## src/rtl/uart_rx.sv

```systemverilog
// uart_rx: oversampling UART receiver, 8 data bits, optional even parity,
// one stop bit. The receive line passes through a 2-flop synchronizer and
// all framing decisions use the synchronized value.
//
// Optional feature macro: UART_RX_MAJORITY_VOTE_EN
//   defined   - each bit is the 2-of-3 majority of the samples at the mid-bit
//               tick and its two neighbours, decided on the later neighbour.
//   undefined - each bit is the single sample at the mid-bit tick.
//
// Counter timing: in START the counter runs from the start edge, and the
// decision falls at count OVERSAMPLE/2 (one tick later with majority vote).
// In DATA, PARITY and STOP the counter restarts at every sample point, so
// each following sample lands exactly OVERSAMPLE ticks after the previous one
// and keeps the same offset into its bit.
//
// Debug: dbg_state exposes the FSM state register.
module uart_rx #(
    parameter int OVERSAMPLE = 16
) (
    input  logic       clk,
    input  logic       resetn,
    input  logic       baud_tick_16x,
    input  logic       rx_pin,
    input  logic       parity_enable,
    output logic [7:0] rx_data,
    output logic       rx_valid,
    output logic       parity_error,
    output logic       frame_error,
    output logic       rx_busy,
    output logic [2:0] dbg_state
);

    typedef enum logic [2:0] {
        IDLE   = 3'd0,
        START  = 3'd1,
        DATA   = 3'd2,
        PARITY = 3'd3,
        STOP   = 3'd4
    } state_e;

    localparam int CW = $clog2(OVERSAMPLE);
    localparam logic [CW-1:0] LAST_CNT = CW'(OVERSAMPLE - 1);
`ifdef UART_RX_MAJORITY_VOTE_EN
    localparam logic [CW-1:0] START_PT = CW'(OVERSAMPLE / 2 + 1);
`else
    localparam logic [CW-1:0] START_PT = CW'(OVERSAMPLE / 2);
`endif

    state_e          state_q;
    logic [CW-1:0]   cnt_q;
    logic [2:0]      bit_cnt_q;
    logic [7:0]      shift_q;
    logic            par_en_q;
    logic            par_err_q;
    logic            rx_meta_q;
    logic            rx_s_q;
    logic            rx_prev_q;
    logic [7:0]      rx_data_q;
    logic            rx_valid_q;
    logic            parity_error_q;
    logic            frame_error_q;

    logic            bit_d;
    logic            fall_d;
    logic            start_pt_d;
    logic            bit_pt_d;

    // Synchronize the serial line and keep one extra stage for edge detection
    always_ff @(posedge clk or negedge resetn) begin
        if (!resetn) begin
            rx_meta_q <= 1'b1;
            rx_s_q    <= 1'b1;
            rx_prev_q <= 1'b1;
        end else begin
            rx_meta_q <= rx_pin;
            rx_s_q    <= rx_meta_q;
            rx_prev_q <= rx_s_q;
        end
    end

`ifdef UART_RX_MAJORITY_VOTE_EN
    logic [1:0] hist_q;

    // Remember rx_s at the two previous ticks for the 2-of-3 vote
    always_ff @(posedge clk or negedge resetn) begin
        if (!resetn) begin
            hist_q <= 2'b11;
        end else if (baud_tick_16x) begin
            hist_q <= {hist_q[0], rx_s_q};
        end
    end

    assign bit_d = (hist_q[1] & hist_q[0]) | (hist_q[1] & rx_s_q) | (hist_q[0] & rx_s_q);
`else
    assign bit_d = rx_s_q;
`endif

    assign fall_d     = rx_prev_q & ~rx_s_q;
    assign start_pt_d = baud_tick_16x && (cnt_q == START_PT);
    assign bit_pt_d   = baud_tick_16x && (cnt_q == LAST_CNT);

    // Receive FSM: counter, shift register and registered frame outputs
    always_ff @(posedge clk or negedge resetn) begin
        if (!resetn) begin
            state_q        <= IDLE;
            cnt_q          <= '0;
            bit_cnt_q      <= 3'd0;
            shift_q        <= 8'h00;
            par_en_q       <= 1'b0;
            par_err_q      <= 1'b0;
            rx_data_q      <= 8'h00;
            rx_valid_q     <= 1'b0;
            parity_error_q <= 1'b0;
            frame_error_q  <= 1'b0;
        end else begin
            rx_valid_q <= 1'b0;
            case (state_q)
                IDLE: begin
                    cnt_q <= '0;
                    if (fall_d) begin
                        state_q <= START;
                    end
                end
                START: begin
                    if (start_pt_d) begin
                        cnt_q <= '0;
                        if (bit_d) begin
                            state_q <= IDLE;
                        end else begin
                            state_q   <= DATA;
                            par_en_q  <= parity_enable;
                            bit_cnt_q <= 3'd0;
                        end
                    end else if (baud_tick_16x) begin
                        cnt_q <= cnt_q + CW'(1);
                    end
                end
                DATA: begin
                    if (bit_pt_d) begin
                        cnt_q     <= '0;
                        shift_q   <= {bit_d, shift_q[7:1]};
                        bit_cnt_q <= bit_cnt_q + 3'd1;
                        if (bit_cnt_q == 3'd7) begin
                            state_q <= par_en_q ? PARITY : STOP;
                        end
                    end else if (baud_tick_16x) begin
                        cnt_q <= cnt_q + CW'(1);
                    end
                end
                PARITY: begin
                    if (bit_pt_d) begin
                        cnt_q     <= '0;
                        par_err_q <= (^shift_q) ^ bit_d;
                        state_q   <= STOP;
                    end else if (baud_tick_16x) begin
                        cnt_q <= cnt_q + CW'(1);
                    end
                end
                STOP: begin
                    if (bit_pt_d) begin
                        cnt_q          <= '0;
                        rx_data_q      <= shift_q;
                        rx_valid_q     <= 1'b1;
                        parity_error_q <= par_en_q & par_err_q;
                        frame_error_q  <= ~bit_d;
                        state_q        <= IDLE;
                    end else if (baud_tick_16x) begin
                        cnt_q <= cnt_q + CW'(1);
                    end
                end
                default: begin
                    state_q <= IDLE;
                    cnt_q   <= '0;
                end
            endcase
        end
    end

    assign rx_data      = rx_data_q;
    assign rx_valid     = rx_valid_q;
    assign parity_error = parity_error_q;
    assign frame_error  = frame_error_q;
    assign rx_busy      = (state_q != IDLE);
    assign dbg_state    = state_q;

endmodule

```

## config.mk

```make
export PLATFORM = sky130hd
export DESIGN_NAME = uart_rx
export DESIGN_NICKNAME = d
export VERILOG_FILES = /design/src/rtl/uart_rx.sv
export SDC_FILE = /design/constraint.sdc
export NUM_CORES = 1
export LEC_CHECK = 0
export CAP_MARGIN = 15
export CORE_ASPECT_RATIO = 1.75
export CORE_MARGIN = 2
export CORE_UTILIZATION = 58
export DETAILED_ROUTE_END_ITERATION = 8
export GPL_ROUTABILITY_DRIVEN = 0
export PLACE_DENSITY_LB_ADDON = 0.25
export SLEW_MARGIN = 20
export SYNTH_ARGS = -nofsm -noshare
export SYNTH_HDL_FRONTEND = slang
export SYNTH_SLANG_ARGS = --single-unit
```

## constraint.sdc

```tcl
create_clock -name clk -period 4.7 [get_ports clk]
set_input_delay 1.41 -clock clk [delete_from_list [all_inputs] [get_ports clk]]
set_output_delay 1.41 -clock clk [all_outputs]
set_load 0.005 [all_outputs]
```

==> flow_summary_export.csv <==
group,metric,value,unit
clock_tree,post_cts_resize_count,0,
detailed_routing,drt-total-wl,2620,um
setup_path,critical-path-top-delay-family,"simple AND/OR/NAND/NOR gates",
global_routing,grt_pass1_wl,4360,um
pwr,p_sw,242,uW
setup_path,path_buf_inv,1,
detailed_routing,avgViaCountPerCell,5.60,
layout,fillers,196,
timing,rsz0062_at_grt,"no",
synth,yosys.cell_types.count,39,
detailed_routing,firstDrtPassIters,4,
timing,fmax,319,MHz
detailed_routing,antenna_left,0,
global_routing,grt_overflow,0,
timing,worst_slew_pin_slew,0.655,ns
run_status,outcome,"finished clean",
setup_path,worstSetupEndpointType,"flip-flop",
setup_path,path_class,"input port to flip-flop",
layout,drive_above_1_share,22.0,%
global_routing,antenna_found_initial,0,
synth,syn_avg_cell_area,12.5,um2
clock_tree,cts-buffers-inserted,5,
layout,fin_nets,158,
synth,synth_warnings,0,
floorplan,start_util,60.3,%
layout,final_util,71.6,%
layout,area_growth,18.7,%
job,max_cap_viol_count,0,
clock_tree,cts.path.max_buffers,2,
setup_path,r2r_slack,2.74,ns
setup_path,startpoint_type,"input port",
global_routing,track_usage,18.7,%
setup_path,cpMaxStageDelayCell,"clkdlybuf4s50_1",
pwr,leakage,0.000910,uW
detailed_routing,wl_per_cell,14.8,um
pwr,p_comb_share,20.2,%
pwr,seqPwrFrac,47.4,%
floorplan,core-area,2660,um2
floorplan,die_x,43.8,um
global_routing,grt_max_degree,35,
detailed_routing,drt_iter0_markers,17,
setup_path,path_max_fanout,11,
setup_path,crit_required,4.87,ns
clock_tree,cts_hold_buf,0,
clock_tree,htreeDepth,2,
layout,final_common_cell,"dfrtp_1",
synth,synthCells,128,
synth,syn_nets,137,
layout,layout_common_cells,"dfrtp_1, clkdlybuf4s50_1, nand2_1, mux2_2, inv_1",
floorplan,rows,25,
timing,max_slew_margin,56.1,%
setup_path,arrival,3.31,ns
timing,fin_setup_tns,0,ns
setup_path,path_cells,"clkdlybuf4s50_1 > nand4_2 > nor4b_4 > mux2_2",
clock_tree,cts-root-buf,"clkbuf_8",
clock_tree,cts_setup_buffers,0,
clock_tree,insertion_delay,0.29,ns
pwr,p_sw_share,29.5,%
timing,period_share,66.6,%
detailed_routing,drc,0,
timing,setup_viol_count_final,0,
clock_tree,cts_tree,"yes",
layout,diodes,0,
worst_hold_path,hp-class,"flip-flop to flip-flop",
pwr,cell_internal_pwr,578,uW
floorplan,fp.dieArea,3220,um2
timing,maxSlewViolCount,0,
placed_design,dpl.hpwl,1800,um
synth,ys_ff_latch,34,
floorplan,ioPinCount,20,
synth,synth.cell_area,1600,um2
placed_design,port_buffers,19,
pwr,max-vdd-ir-drop,0.312,mV
clock_tree,clock-sinks,34,
timing,hold_viol_final,0,
pwr,clkPwrFrac,32.5,%
synth,synth-seq-area-share,53.3,%
floorplan,die_h,73.6,um
timing,fin_worst_skew,0.00656,ns
clock_tree,clk_pin_slew,0.06,ns
timing,timing.final.crit_period,3.13,ns
pwr,power_density,430,nW/um2
detailed_routing,vias,992,
setup_path,slowest_delay,0.63,ns
global_routing,grt_pass1_vias,1007,
## final cells by class
cell class	count	area (um2)	area share, %
Clock inverter	3	45.0	2.37
Tap cell	27	33.8	1.77
Timing Repair Buffer	20	198	10.4
Clock buffer	5	68.8	3.61
Inverter	8	30.0	1.58
Sequential cell	34	855	44.9
Multi-Input combinational cell	80	674	35.4
## power by group through the flow
stage                     registers [uW]  clock network [uW]  logic, uW
final                                388                 266        165
after CTS                            388                 274        167
after global routing                 395                 286        189
after detailed placement             393                   0        167
after floorplan                      368                   0        136
after global placement               388                   0        160
## registers in the layout, summed over array words and instances (netlist names), 3 cells and up
name / cells
bit_cnt_q: 3
cnt_q: 4
dbg_state: 3
rx_data: 8
shift_q: 8
## layer usage
metal | part of all wire, % | up-vias | GRT usage [%]
li1 | - | 475 | -
met1 | 42 | 486 | 21.4
met4 | 2.8 | 0 | 11.4
met2 | 50 | 22 | 28.8
met5 | 0 | - | 0
met3 | 4.5 | 9 | 7.13
## path summary, 6_finish.rpt
| check | from | to | depth (start not counted) |
|---|---|---|---|
| setup / recovery | baud_tick_16x | shift_q[4] | 4 |
| hold / removal | rx_meta_q | bit_d | 0 |
| setup reg to reg | cnt_q[0] | shift_q[4] | 4 |
| hold reg to reg | rx_meta_q | bit_d | 0 |
| max in group asynchronous | resetn | rx_prev_q | 2 |
| min in group asynchronous | resetn | par_en_q | 2 |
## synth_stat cells
cell type / count / area share, %
nand3_2: 1 / 0.62
mux2_2: 9 / 6.3
mux2i_1: 1 / 0.62
a21oi_1: 4 / 1.2
nor2_1: 7 / 1.6
a22oi_1: 1 / 0.47
nor2_2: 1 / 0.39
or3b_1: 1 / 0.55
nor4b_4: 1 / 1.5
mux2_1: 4 / 2.8
xnor2_1: 6 / 3.3
mux2_4: 5 / 4.7
xor2_1: 3 / 1.6
nand3_1: 2 / 0.62
nand4_2: 1 / 0.78
a21oi_2: 1 / 0.55
or3_1: 1 / 0.39
a221o_1: 1 / 0.62
nand2b_1: 1 / 0.39
buf_2: 2 / 0.62
and4_4: 1 / 0.70
nor3_1: 1 / 0.31
inv_1: 8 / 1.9
o21a_1: 1 / 0.47
ha_1: 4 / 3.1
o31ai_1: 1 / 0.47
dfrtp_1: 31 / 48
nand2_1: 9 / 2.1
dfstp_2: 3 / 4.9
buf_4: 1 / 0.47
xnor3_1: 1 / 1.4
clkbuf_2: 1 / 0.31
buf_6: 2 / 1.4
o21ai_0: 6 / 1.9
or3_4: 1 / 0.70
nand4b_1: 1 / 0.55
nand4_1: 1 / 0.39
or4_1: 1 / 0.47
nor2b_1: 1 / 0.39
## cells by family (layout without fill, tap and decap cells)
| family | after synthesis | after routing | share of synthesized area (%) |
|---|---|---|---|
| simple gates | 32 | 32 | 12.5 |
| mux | 19 | 19 | 14.4 |
| flops | 34 | 34 | 53.3 |
| fa+ha+maj | 4 | 4 | 3.12 |
| compound gates | 15 | 15 | 5.70 |
| xor+xnor | 10 | 10 | 6.32 |
| buf+inv | 14 | 36 | 4.68 |
## metrics by stage
step           cell area [um2]  setup slack [ns]  cells  hold slack (ns)  total power, uW
2_1_floorplan             1600              2.11    128            0.345              504
3_3_place_gp              1790              1.31    169            0.347              548
3_5_place_dp              1790              1.24    169            0.348              559
4_1_cts                   1900              1.56    177            0.357              829
5_1_grt                   1900              1.47    177            0.358              870
6_report                  1900              1.57    177            0.356              819
Note: power is estimated with default switching activity, not from simulation.
